[config.mk]
export PLATFORM = sky130hd
export DESIGN_NAME = hazard_scoreboard_unit
export DESIGN_NICKNAME = d
export VERILOG_FILES = /design/src/rtl/hazard_pkg.sv /design/src/rtl/hazard_reg_timer.sv /design/src/rtl/hazard_scoreboard_unit.sv
export SDC_FILE = /design/constraint.sdc
export NUM_CORES = 1
export LEC_CHECK = 0
export BUFFER_PORTS_ARGS = -buffer_cell sky130_fd_sc_hd__buf_2
export CORE_ASPECT_RATIO = 2
export CORE_MARGIN = 1.5
export CORE_UTILIZATION = 59
export CTS_BUF_LIST = sky130_fd_sc_hd__clkbuf_4 sky130_fd_sc_hd__clkbuf_8
export DETAILED_ROUTE_END_ITERATION = 7
export GPL_ROUTABILITY_DRIVEN = 0
export PLACE_DENSITY = 0.79
export SLEW_MARGIN = 5
export SYNTH_ARGS = -nofsm -noshare
export SYNTH_HDL_FRONTEND = slang
export SYNTH_HIERARCHICAL = 1
export SYNTH_SLANG_ARGS = --single-unit
[constraint.sdc]
create_clock -name clk -period 6.38 [get_ports clk]
set_input_delay 1.276 -clock clk [delete_from_list [all_inputs] [get_ports clk]]
set_output_delay 1.276 -clock clk [all_outputs]
set_load 0.01 [all_outputs]
[src/rtl/hazard_pkg.sv]
// hazard_pkg
//   Shared types and constants for the hazard scoreboard.
//   REG_ADDR_W : architectural register address width
//   LAT_W_DEF  : default countdown width (max producer latency 2**LAT_W_DEF-1)
//   NUM_ADDR   : number of addressable registers (2**REG_ADDR_W)
//   lat_t      : countdown / latency value at the default width
//   reg_addr_t : register address
//   REG_X0     : hard-wired zero register, never tracked
package hazard_pkg;
  localparam int REG_ADDR_W = 5;
  localparam int LAT_W_DEF  = 4;
  localparam int NUM_ADDR   = 2 ** REG_ADDR_W;

  typedef logic [LAT_W_DEF-1:0]  lat_t;
  typedef logic [REG_ADDR_W-1:0] reg_addr_t;

  localparam reg_addr_t REG_X0 = '0;
endpackage

[src/rtl/hazard_reg_timer.sv]
// hazard_reg_timer
//   Countdown for one architectural register. Holds the number of cycles a
//   dependent instruction must still wait before it may read the register.
//   Ports:
//     clk, rst_n   clock, asynchronous active-low reset
//     load         start a new countdown with load_val (wins over decrement)
//     load_val     new countdown value
//     decrement    age a non-zero count by one
//     freeze       hold the count, including a pending load
//     count        current countdown value
//     nonzero      count != 0
module hazard_reg_timer
  import hazard_pkg::*;
#(
  parameter int LAT_W = LAT_W_DEF
) (
  input  logic             clk,
  input  logic             rst_n,
  input  logic             load,
  input  logic [LAT_W-1:0] load_val,
  input  logic             decrement,
  input  logic             freeze,
  output logic [LAT_W-1:0] count,
  output logic             nonzero
);

  logic [LAT_W-1:0] cnt_q;

  always_ff @(posedge clk or negedge rst_n) begin
    if (!rst_n) begin
      cnt_q <= '0;
    end else if (!freeze) begin
      if (load) begin
        cnt_q <= load_val;
      end else if (decrement && (cnt_q != '0)) begin
        cnt_q <= cnt_q - 1'b1;
      end
    end
  end

  assign count   = cnt_q;
  assign nonzero = (cnt_q != '0);

endmodule

[src/rtl/hazard_scoreboard_unit.sv]
// hazard_scoreboard_unit
//   Interlock unit beside the ID stage. Every written register gets a
//   countdown of the producer latency; ID instructions reading a register
//   with a live countdown (RAW) or writing one whose countdown outlives
//   their own latency (WAW) are held, and a bubble goes into ID/EX.
//   Optional feature macro: HAZARD_PERF_CNT_EN (stall cycle/event counters).
//   Ports:
//     clk, rst_n          clock, asynchronous active-low reset
//     id_valid, id_kill   ID instruction valid / squashed this cycle
//     pipe_freeze         whole-pipe hold; every countdown is held
//     id_rs_addr/used     NUM_SRC source addresses and read enables
//     id_rd_addr, id_we   destination and write enable
//     id_lat              cycles a dependent must wait (0 = no entry)
//     stall, id_ex_flush  hold PC/IF-ID, insert ID/EX bubble
//     stall_src, waw_stall per-source RAW mask, WAW cause
//     busy                any countdown live
//     perf_stall_cycles/events  stall statistics (0 when feature disabled)
module hazard_scoreboard_unit
  import hazard_pkg::*;
#(
  parameter int NUM_REGS = 32,
  parameter int NUM_SRC  = 2,
  parameter int LAT_W    = LAT_W_DEF
) (
  input  logic                          clk,
  input  logic                          rst_n,
  input  logic                          id_valid,
  input  logic                          id_kill,
  input  logic                          pipe_freeze,
  input  logic [NUM_SRC*REG_ADDR_W-1:0] id_rs_addr,
  input  logic [NUM_SRC-1:0]            id_rs_used,
  input  logic [REG_ADDR_W-1:0]         id_rd_addr,
  input  logic                          id_we,
  input  logic [LAT_W-1:0]              id_lat,
  output logic                          stall,
  output logic                          id_ex_flush,
  output logic [NUM_SRC-1:0]            stall_src,
  output logic                          waw_stall,
  output logic                          busy,
  output logic [31:0]                   perf_stall_cycles,
  output logic [31:0]                   perf_stall_events
);

  logic [LAT_W-1:0]    cnt [NUM_ADDR];
  logic [NUM_ADDR-1:0] nz;
  logic                id_live;
  logic                issue;
  reg_addr_t           src_addr;

  assign id_live = id_valid & ~id_kill;

  // The table spans the full address space so any 5-bit address indexes
  // safely; untracked entries (x0 and anything >= NUM_REGS) read as zero.
  for (genvar r = 0; r < NUM_ADDR; r++) begin : g_reg
    if (r == 0 || r >= NUM_REGS) begin : g_none
      assign cnt[r] = '0;
      assign nz[r]  = 1'b0;
    end else begin : g_timer
      logic load;
      assign load = issue & id_we & (id_rd_addr == reg_addr_t'(r)) & (id_lat != '0);

      hazard_reg_timer #(.LAT_W(LAT_W)) u_timer (
        .clk       (clk),
        .rst_n     (rst_n),
        .load      (load),
        .load_val  (id_lat),
        .decrement (1'b1),
        .freeze    (pipe_freeze),
        .count     (cnt[r]),
        .nonzero   (nz[r])
      );
    end
  end

  always_comb begin
    stall_src = '0;
    src_addr  = REG_X0;
    for (int i = 0; i < NUM_SRC; i++) begin
      src_addr     = id_rs_addr[i*REG_ADDR_W +: REG_ADDR_W];
      stall_src[i] = id_live & id_rs_used[i] & (src_addr != REG_X0) & (cnt[src_addr] != '0);
    end
  end

  // A later writer may issue once its own result would land no earlier
  // than the outstanding one, i.e. when the remaining count <= id_lat.
  assign waw_stall   = id_live & id_we & (id_rd_addr != REG_X0) & (cnt[id_rd_addr] > id_lat);
  assign stall       = (|stall_src) | waw_stall;
  assign id_ex_flush = stall & ~pipe_freeze;
  assign issue       = id_live & ~stall & ~pipe_freeze;
  assign busy        = |nz;

`ifdef HAZARD_PERF_CNT_EN
  logic        stall_q;
  logic [31:0] cycles_q;
  logic [31:0] events_q;

  always_ff @(posedge clk or negedge rst_n) begin
    if (!rst_n) begin
      stall_q  <= 1'b0;
      cycles_q <= '0;
      events_q <= '0;
    end else begin
      stall_q <= stall;
      if (stall && !pipe_freeze && (cycles_q != '1)) begin
        cycles_q <= cycles_q + 32'd1;
      end
      if (stall && !stall_q && (events_q != '1)) begin
        events_q <= events_q + 32'd1;
      end
    end
  end

  assign perf_stall_cycles = cycles_q;
  assign perf_stall_events = events_q;
`else
  assign perf_stall_cycles = 32'd0;
  assign perf_stall_events = 32'd0;
`endif

endmodule
==> flow_summary.toml, run 1 <==
[status]
status = "complete, no violations"

[clock_network]
htreeDepth = 4
cts.repair.resized = 0
cts_max_path_buffers = 2
clk_pin_slew_ps = 70
cts-root-buf = "clkbuf_8"
postCtsSetupBuffers = 0
clk_latency_ps = 500
hold_buffers = 0
clock_sinks = 124
cts_tree = "built"
cts-buffers-inserted = 17

[synth]
netlist_top_cells_area = "dfrtp_1 (26%), nor4b_2 (7.8%), mux4_2 (7.2%)"
yosysWarnings = 6
netlist.area_leader.share = 0.255
async_reset_ff_frac = 1.00
postSynthCellCount = 1321
yosysSeqAreaShare = 0.255
syn_area_um2 = 12200
yosys_most_used_dff = "dfrtp_1"
synth_seq_cells = 124
avgSynthCellArea_um2 = 9.20
yosysTopAreaCell = "dfrtp_1"
synth_cell_types = 62
synth-edff-count = 0

[floorplan]
coreArea_um2 = 20300
io_pins = 97
die_h_um = 206
die-area_um2 = 21500
rows = 74
die_x_um = 104
start_util = 0.599

[timing]
rsz0062_at_grt = "no"
relSlewSlack = 0.365
hold_viol_final = 0
fmax_ghz = 0.170
hold_ws_ps = 615
post-route-min-period_ps = 5900
final_max_slew_viol_count = 0
worst_pin_slew_ps = 946
clock_skew_ps = 12.8
period_share = 0.924
setup_viol = 0
fin_setup_tns_ps = 0

[placed_design]
port_buffers = 32
place_area_um2 = 12800
hpwl_mm = 25.9

[worst_setup_path]
required_ps = 5100
max_stage_delay_ps = 510
cp_cell_sequence = "buf_2 -> buf_4 -> mux4_2 -> mux4_2 -> nand2_1 -> o21ai_0 -> ha_1 -> nor2b_1 -> o21a_1 -> o21a_1 -> o221a_2 -> a31o_2 -> or2_1 -> buf_2"
worst-path-buf-inv = 3
cp-end-kind = "output pin"
arrival_ps = 4620
path_delay_family = "multiplexers"
crit_slowest_cell = "mux4_2"
worstPathMaxFanout = 12
start_kind = "input pin"
worst-setup-path-type = "input pin to output pin"

[cells_and_area]
area_delta_synth_final_pct = 8.37
top_regs = "g.g_timer.u_timer/count x124"
drive_above_1_share = 0.190
fin_area_um2 = 13200
nets = 1528
largest_reg_flops = 124
top_register = "g.g_timer.u_timer/count"

[detailed_routing]
vias_per_cell = 6.45
final_antenna_net_count = 0
wirelength_mm = 35.9
vias = 11255
dr.pass1.iters = 6
route.detailed.drc = 0
wl_per_cell_um = 20.6
drt_iter0_drc = 725

[grt]
first_global_vias = 11124
overflow = 0
grt.busiest_layer = "met2"
grt_pass1_wl_mm = 57.3
met3_usage = 0.0804
use_met2 = 0.597
use_met1 = 0.338
grt_usage = 0.344
grt_max_degree = 83
antenna_found_initial = 2

[power]
leakagePower_uw = 0.00544
irDropWorstVdd_v = 0.000173
powerDensity_nw_per_um2 = 327

[worst_hold_path]
hp-class = "flip-flop to flip-flop"

[flow_run]
maxCapViolCount = 0
==> synthesized netlist by cell type, types with 4 or more instances <==
cell type and instances:
clkbuf_1 15, ha_1 35, nor2_1 109, nor4b_2 63, nor3_1 47, or4_1 4, and3b_1 31, mux4_2 39
dfrtp_1 124, o21bai_1 32, buf_2 38, inv_1 72, mux2_2 8, o22ai_1 4, o31ai_1 32, buf_4 64
nor3_2 29, o221ai_1 32, nor3b_1 31, nand4_1 42, o21ai_0 37, nand3_1 25, a221oi_1 4, a21oi_1 126
mux2i_1 74, o21ai_1 31, nor2b_1 8, buf_1 5, nor4_1 34, or3b_4 31, nand2_1 47, a22o_1 4
==> cell type report <==
cell class / count / area [um2]
Multi-Input combinational cell: 1179 / 8600
Fill cell: 1682 / 7110
Sequential cell: 124 / 3100
Timing Repair Buffer: 70 / 454
Tap cell: 266 / 333
Clock buffer: 23 / 310
Inverter: 74 / 278
Clock inverter: 7 / 87.6
Antenna cell: 1 / 2.50
==> per-stage QoR <==
stage                     total power, uW  cells  setup slack, ps  utilization
after detailed placement             3540   1713              494        0.630
after global placement               3450   1713              519        0.630
final                                4310   1744              484        0.649
after CTS                            4280   1743              494        0.649
after global routing                 4600   1743              324        0.649
after floorplan                      2960   1507              681            -
==> cell families (layout without fill, tap and decap cells) <==
logic type	Yosys count	count (layout)	synth area share
and+or+nand+nor	516	516	0.306
AOI/OAI and AO/OA	317	317	0.161
buffers and inverters	204	174	0.0962
DFF	124	124	0.255
muxes	123	123	0.145
adders and majority gates	35	35	0.0360
other	2	189	0.000618
==> metal layers <==
layer  vias up  share of wire
met5         -        0.00031
met3       244          0.072
met1      5337           0.33
li1       5100              -
met4         2          0.097
met2       572           0.50
==> cell usage in the layout (no fill, tap or decap), drive strengths merged, types with 23 or more instances in the layout <==
cell	count
a21oi	126
and3b	31
buf	70
clkbuf	23
conb	188
dfrtp	124
ha	35
inv	72
mux2i	74
mux4	41
nand2	47
nand3	25
nand4	42
nor2	109
nor3	76
nor3b	32
nor4	34
nor4b	66
o21ai	68
o21bai	32
o221ai	32
o31ai	32
or3b	31
==> power breakdown <==
| group | internal [uW] | switching (uW) |
|---|---|---|
| combinational | 892 | 898 |
| clock | 396 | 332 |
| sequential | 1100 | 691 |
==> worst register-to-register path: stages (launching register included) <==
cell      delay (ps)
dfrtp_1          520
mux4_2           540
mux4_2           500
mux2_2           290
ha_1             290
o21a_1           110
o21a_1           160
o221a_2          270
a31o_2           250
buf_4            310
nor3_2           650
nor4b_2          130
nor2_1           200
o221ai_1         150
==> path summary, 6_finish.rpt <==
| kind | slack (ps) | from | cells after the start | to |
|---|---|---|---|---|
| max reg2reg | 1880 | g_reg[26].g_timer.u_timer/count[2] | 13 | g_reg[20].g_timer.u_timer/count[0] |
| min reg2reg | 620 | g_reg[13].g_timer.u_timer/count[1] | 2 | g_reg[13].g_timer.u_timer/count[1] |
| min in group asynchronous | 720 | rst_n | 1 | g_reg[19].g_timer.u_timer/count[2] |
| max in group asynchronous | 4530 | rst_n | 2 | g_reg[13].g_timer.u_timer/count[2] |
| max | 480 | id_rd_addr[0] | 14 | stall |
| min | 620 | g_reg[13].g_timer.u_timer/count[1] | 2 | g_reg[13].g_timer.u_timer/count[1] |
No activity file was read; power rests on OpenSTA's default activity.
==> run 2, diff against run 1 <==
--- a/config.mk
+++ b/config.mk
@@ -5,14 +5,14 @@
 export SDC_FILE = /design/constraint.sdc
 export NUM_CORES = 1
 export LEC_CHECK = 0
-export BUFFER_PORTS_ARGS = -buffer_cell sky130_fd_sc_hd__buf_2
 export CORE_ASPECT_RATIO = 2
 export CORE_MARGIN = 1.5
 export CORE_UTILIZATION = 59
 export CTS_BUF_LIST = sky130_fd_sc_hd__clkbuf_4 sky130_fd_sc_hd__clkbuf_8
 export DETAILED_ROUTE_END_ITERATION = 7
+export DONT_BUFFER_PORTS = 1
 export GPL_ROUTABILITY_DRIVEN = 0
-export PLACE_DENSITY = 0.79
+export PLACE_DENSITY = 0.75
 export SLEW_MARGIN = 5
 export SYNTH_ARGS = -nofsm -noshare
 export SYNTH_HDL_FRONTEND = slang
==> run 2 against run 1 <==
  * Critical endpoint unchanged
  * Via count fell by 3.9%
  * Sequential share of layout area is 0.51 points higher
  * Flip-flop and latch count is the same
  * Fmax increased by 4.1%
  * Combinational power is 7% lower
  * Utilization fell by 1.4 points
  * Die area did not move
  * Total power fell by 1.2%
  * Worst hold slack got worse by 130 ps
  * Global-route usage shrank 1.4 points
  * Clock-buffer cell count up 2
  * Clock power is 11% higher
==> flow_summary.toml, run 2 (same netlist as run 1, synthesis figures left out) <==
[floorplan]
die_x_um = 104
start_util = 0.599
coreArea_um2 = 20300
die_h_um = 206
rows = 74
io_pins = 97
die-area_um2 = 21500

[cells_and_area]
drive_above_1_share = 0.162
largest_reg_flops = 124
insertedDiodeCount = 0
final_common_cell = "conb_1"
layout_common_cells = "conb_1 (188), a21oi_1 (126), dfrtp_1 (124)"
area_delta_synth_final_pct = 6.07
top_register = "g.g_timer.u_timer/count"
nets = 1476
top_regs = "g.g_timer.u_timer/count x124"

[worst_setup_path]
cp_cell_sequence = "nor2b_1 -> a22oi_1 -> nor3_1 -> a221oi_1 -> o21ai_0 -> ha_1 -> nor2b_1 -> o21a_1 -> o21a_1 -> o221a_2 -> a31o_2 -> or2_1"
rr_endpoint = "g_reg[24].g_timer.u_timer/count[1]"
max_stage_delay_ps = 660
reg2reg_setup_slack_ps = 1630
worstPathMaxFanout = 36
cp-end-kind = "output pin"
required_ps = 5100
timing.rr.start = "g_reg[5].g_timer.u_timer/count[1]"
arrival_ps = 4390
start_kind = "input pin"
worst-setup-path-type = "input pin to output pin"
r2r_cells = 15
crit_slowest_cell = "nor2b_1"

[detailed_routing]
top_layer = "met4"
vias = 10821
dr.pass1.iters = 6
final_antenna_net_count = 0
wl_met1_mm = 11.7
wl_met2_mm = 18.2
route.detailed.drc = 0
met3_length_mm = 2.70
vias_per_cell = 6.39
wl_per_cell_um = 20.6
drt_iter0_drc = 944
wirelength_mm = 34.9

[timing]
final_max_slew_viol_count = 0
clock_skew_ps = 9.94
hold_viol_final = 0
period_share = 0.888
setup_viol = 0
fin_setup_tns_ps = 0
relSlewSlack = 0.183
rsz0062_at_grt = "no"
worst_pin_slew_ps = 1220
worst_slack_ps = 716
hold_ws_ps = 487
fmax_ghz = 0.177
post-route-min-period_ps = 5660

[grt]
first_global_vias = 10560
overflow = 0
grt_pass1_wl_mm = 55.0
antenna_found_initial = 1
grt_max_degree = 221
grt_usage = 0.330

[clock_network]
htreeDepth = 4
cts-buffers-inserted = 17
hold_buffers = 0
clk_pin_slew_ps = 80
clk_latency_ps = 470
cts.repair.resized = 0
postCtsSetupBuffers = 0
cts-root-buf = "clkbuf_8"
cts_tree = "built"
cts_max_path_buffers = 2
clock_sinks = 124

[flow_run]
maxCapViolCount = 0

[power]
leakagePower_uw = 0.00524
irDropWorstVdd_v = 0.000182
powerDensity_nw_per_um2 = 330

[placed_design]
port_buffers = 0
hpwl_mm = 24.6
dpl_worst_slack_ps = 787

[worst_hold_path]
hp-class = "input pin to asynchronous set/reset pin"

[status]
status = "complete, no violations"
[run 2: changes by cell type in the layout (fill, tap and decap cells not counted), moves of 2 or more]
cell | before | now
buf_2 | 30 | 0
buf_4 | 39 | 18
clkbuf_4 | 1 | 5
bufinv_16 | 2 | 4
clkbuf_8 | 22 | 20
[run 2: report_power, final]
part           switching, uW  internal, uW  total (uW)
clock                    333           477         810
sequential               681          1100        1780
combinational            789           876        1660
total                   1800          2450        4250
[run 2: area by class of cell]
cell class	count	area [um2]
multi-input combinational	1179	8590
fill	1749	7390
sequential	124	3100
tap	266	333
clock buffer	25	313
inverter	74	278
clock inverter	7	135
timing repair buffer	18	135
[run 2: per-stage QoR]
step / area (um2) / util / power [uW] / cells
after floorplan: 12800 / - / 2960 / 1507
after global placement: 12400 / 0.613 / 3340 / 1661
after detailed placement: 12400 / 0.613 / 3420 / 1661
after CTS: 12900 / 0.636 / 4240 / 1693
after global routing: 12900 / 0.636 / 4540 / 1693
final: 12900 / 0.636 / 4250 / 1693
[run 2: how the worst max path moves through the flow]
stage	slack (ps)	from	to
after floorplan	680	id_rd_addr[0]	stall
after global placement	800	id_rd_addr[0]	stall
after detailed placement	790	id_rd_addr[1]	stall
after CTS	770	id_rd_addr[1]	stall
after global routing	540	id_rd_addr[1]	stall
final	720	id_rd_addr[1]	stall
[run 2: routing by layer]
| metal | vias up | global-route usage |
|---|---|---|
| met3 | 153 | 0.0788 |
| met2 | 515 | 0.593 |
| met5 | - | 0 |
| met1 | 5156 | 0.331 |
| li1 | 4997 | - |
| met4 | 0 | 0.236 |
[run 2: critical path, delay by kind of cell]
kind	cells	cell delay, ps
and+or+nand+nor	4	1320
adders and majority gates	1	270
AOI/OAI and AO/OA	7	1500
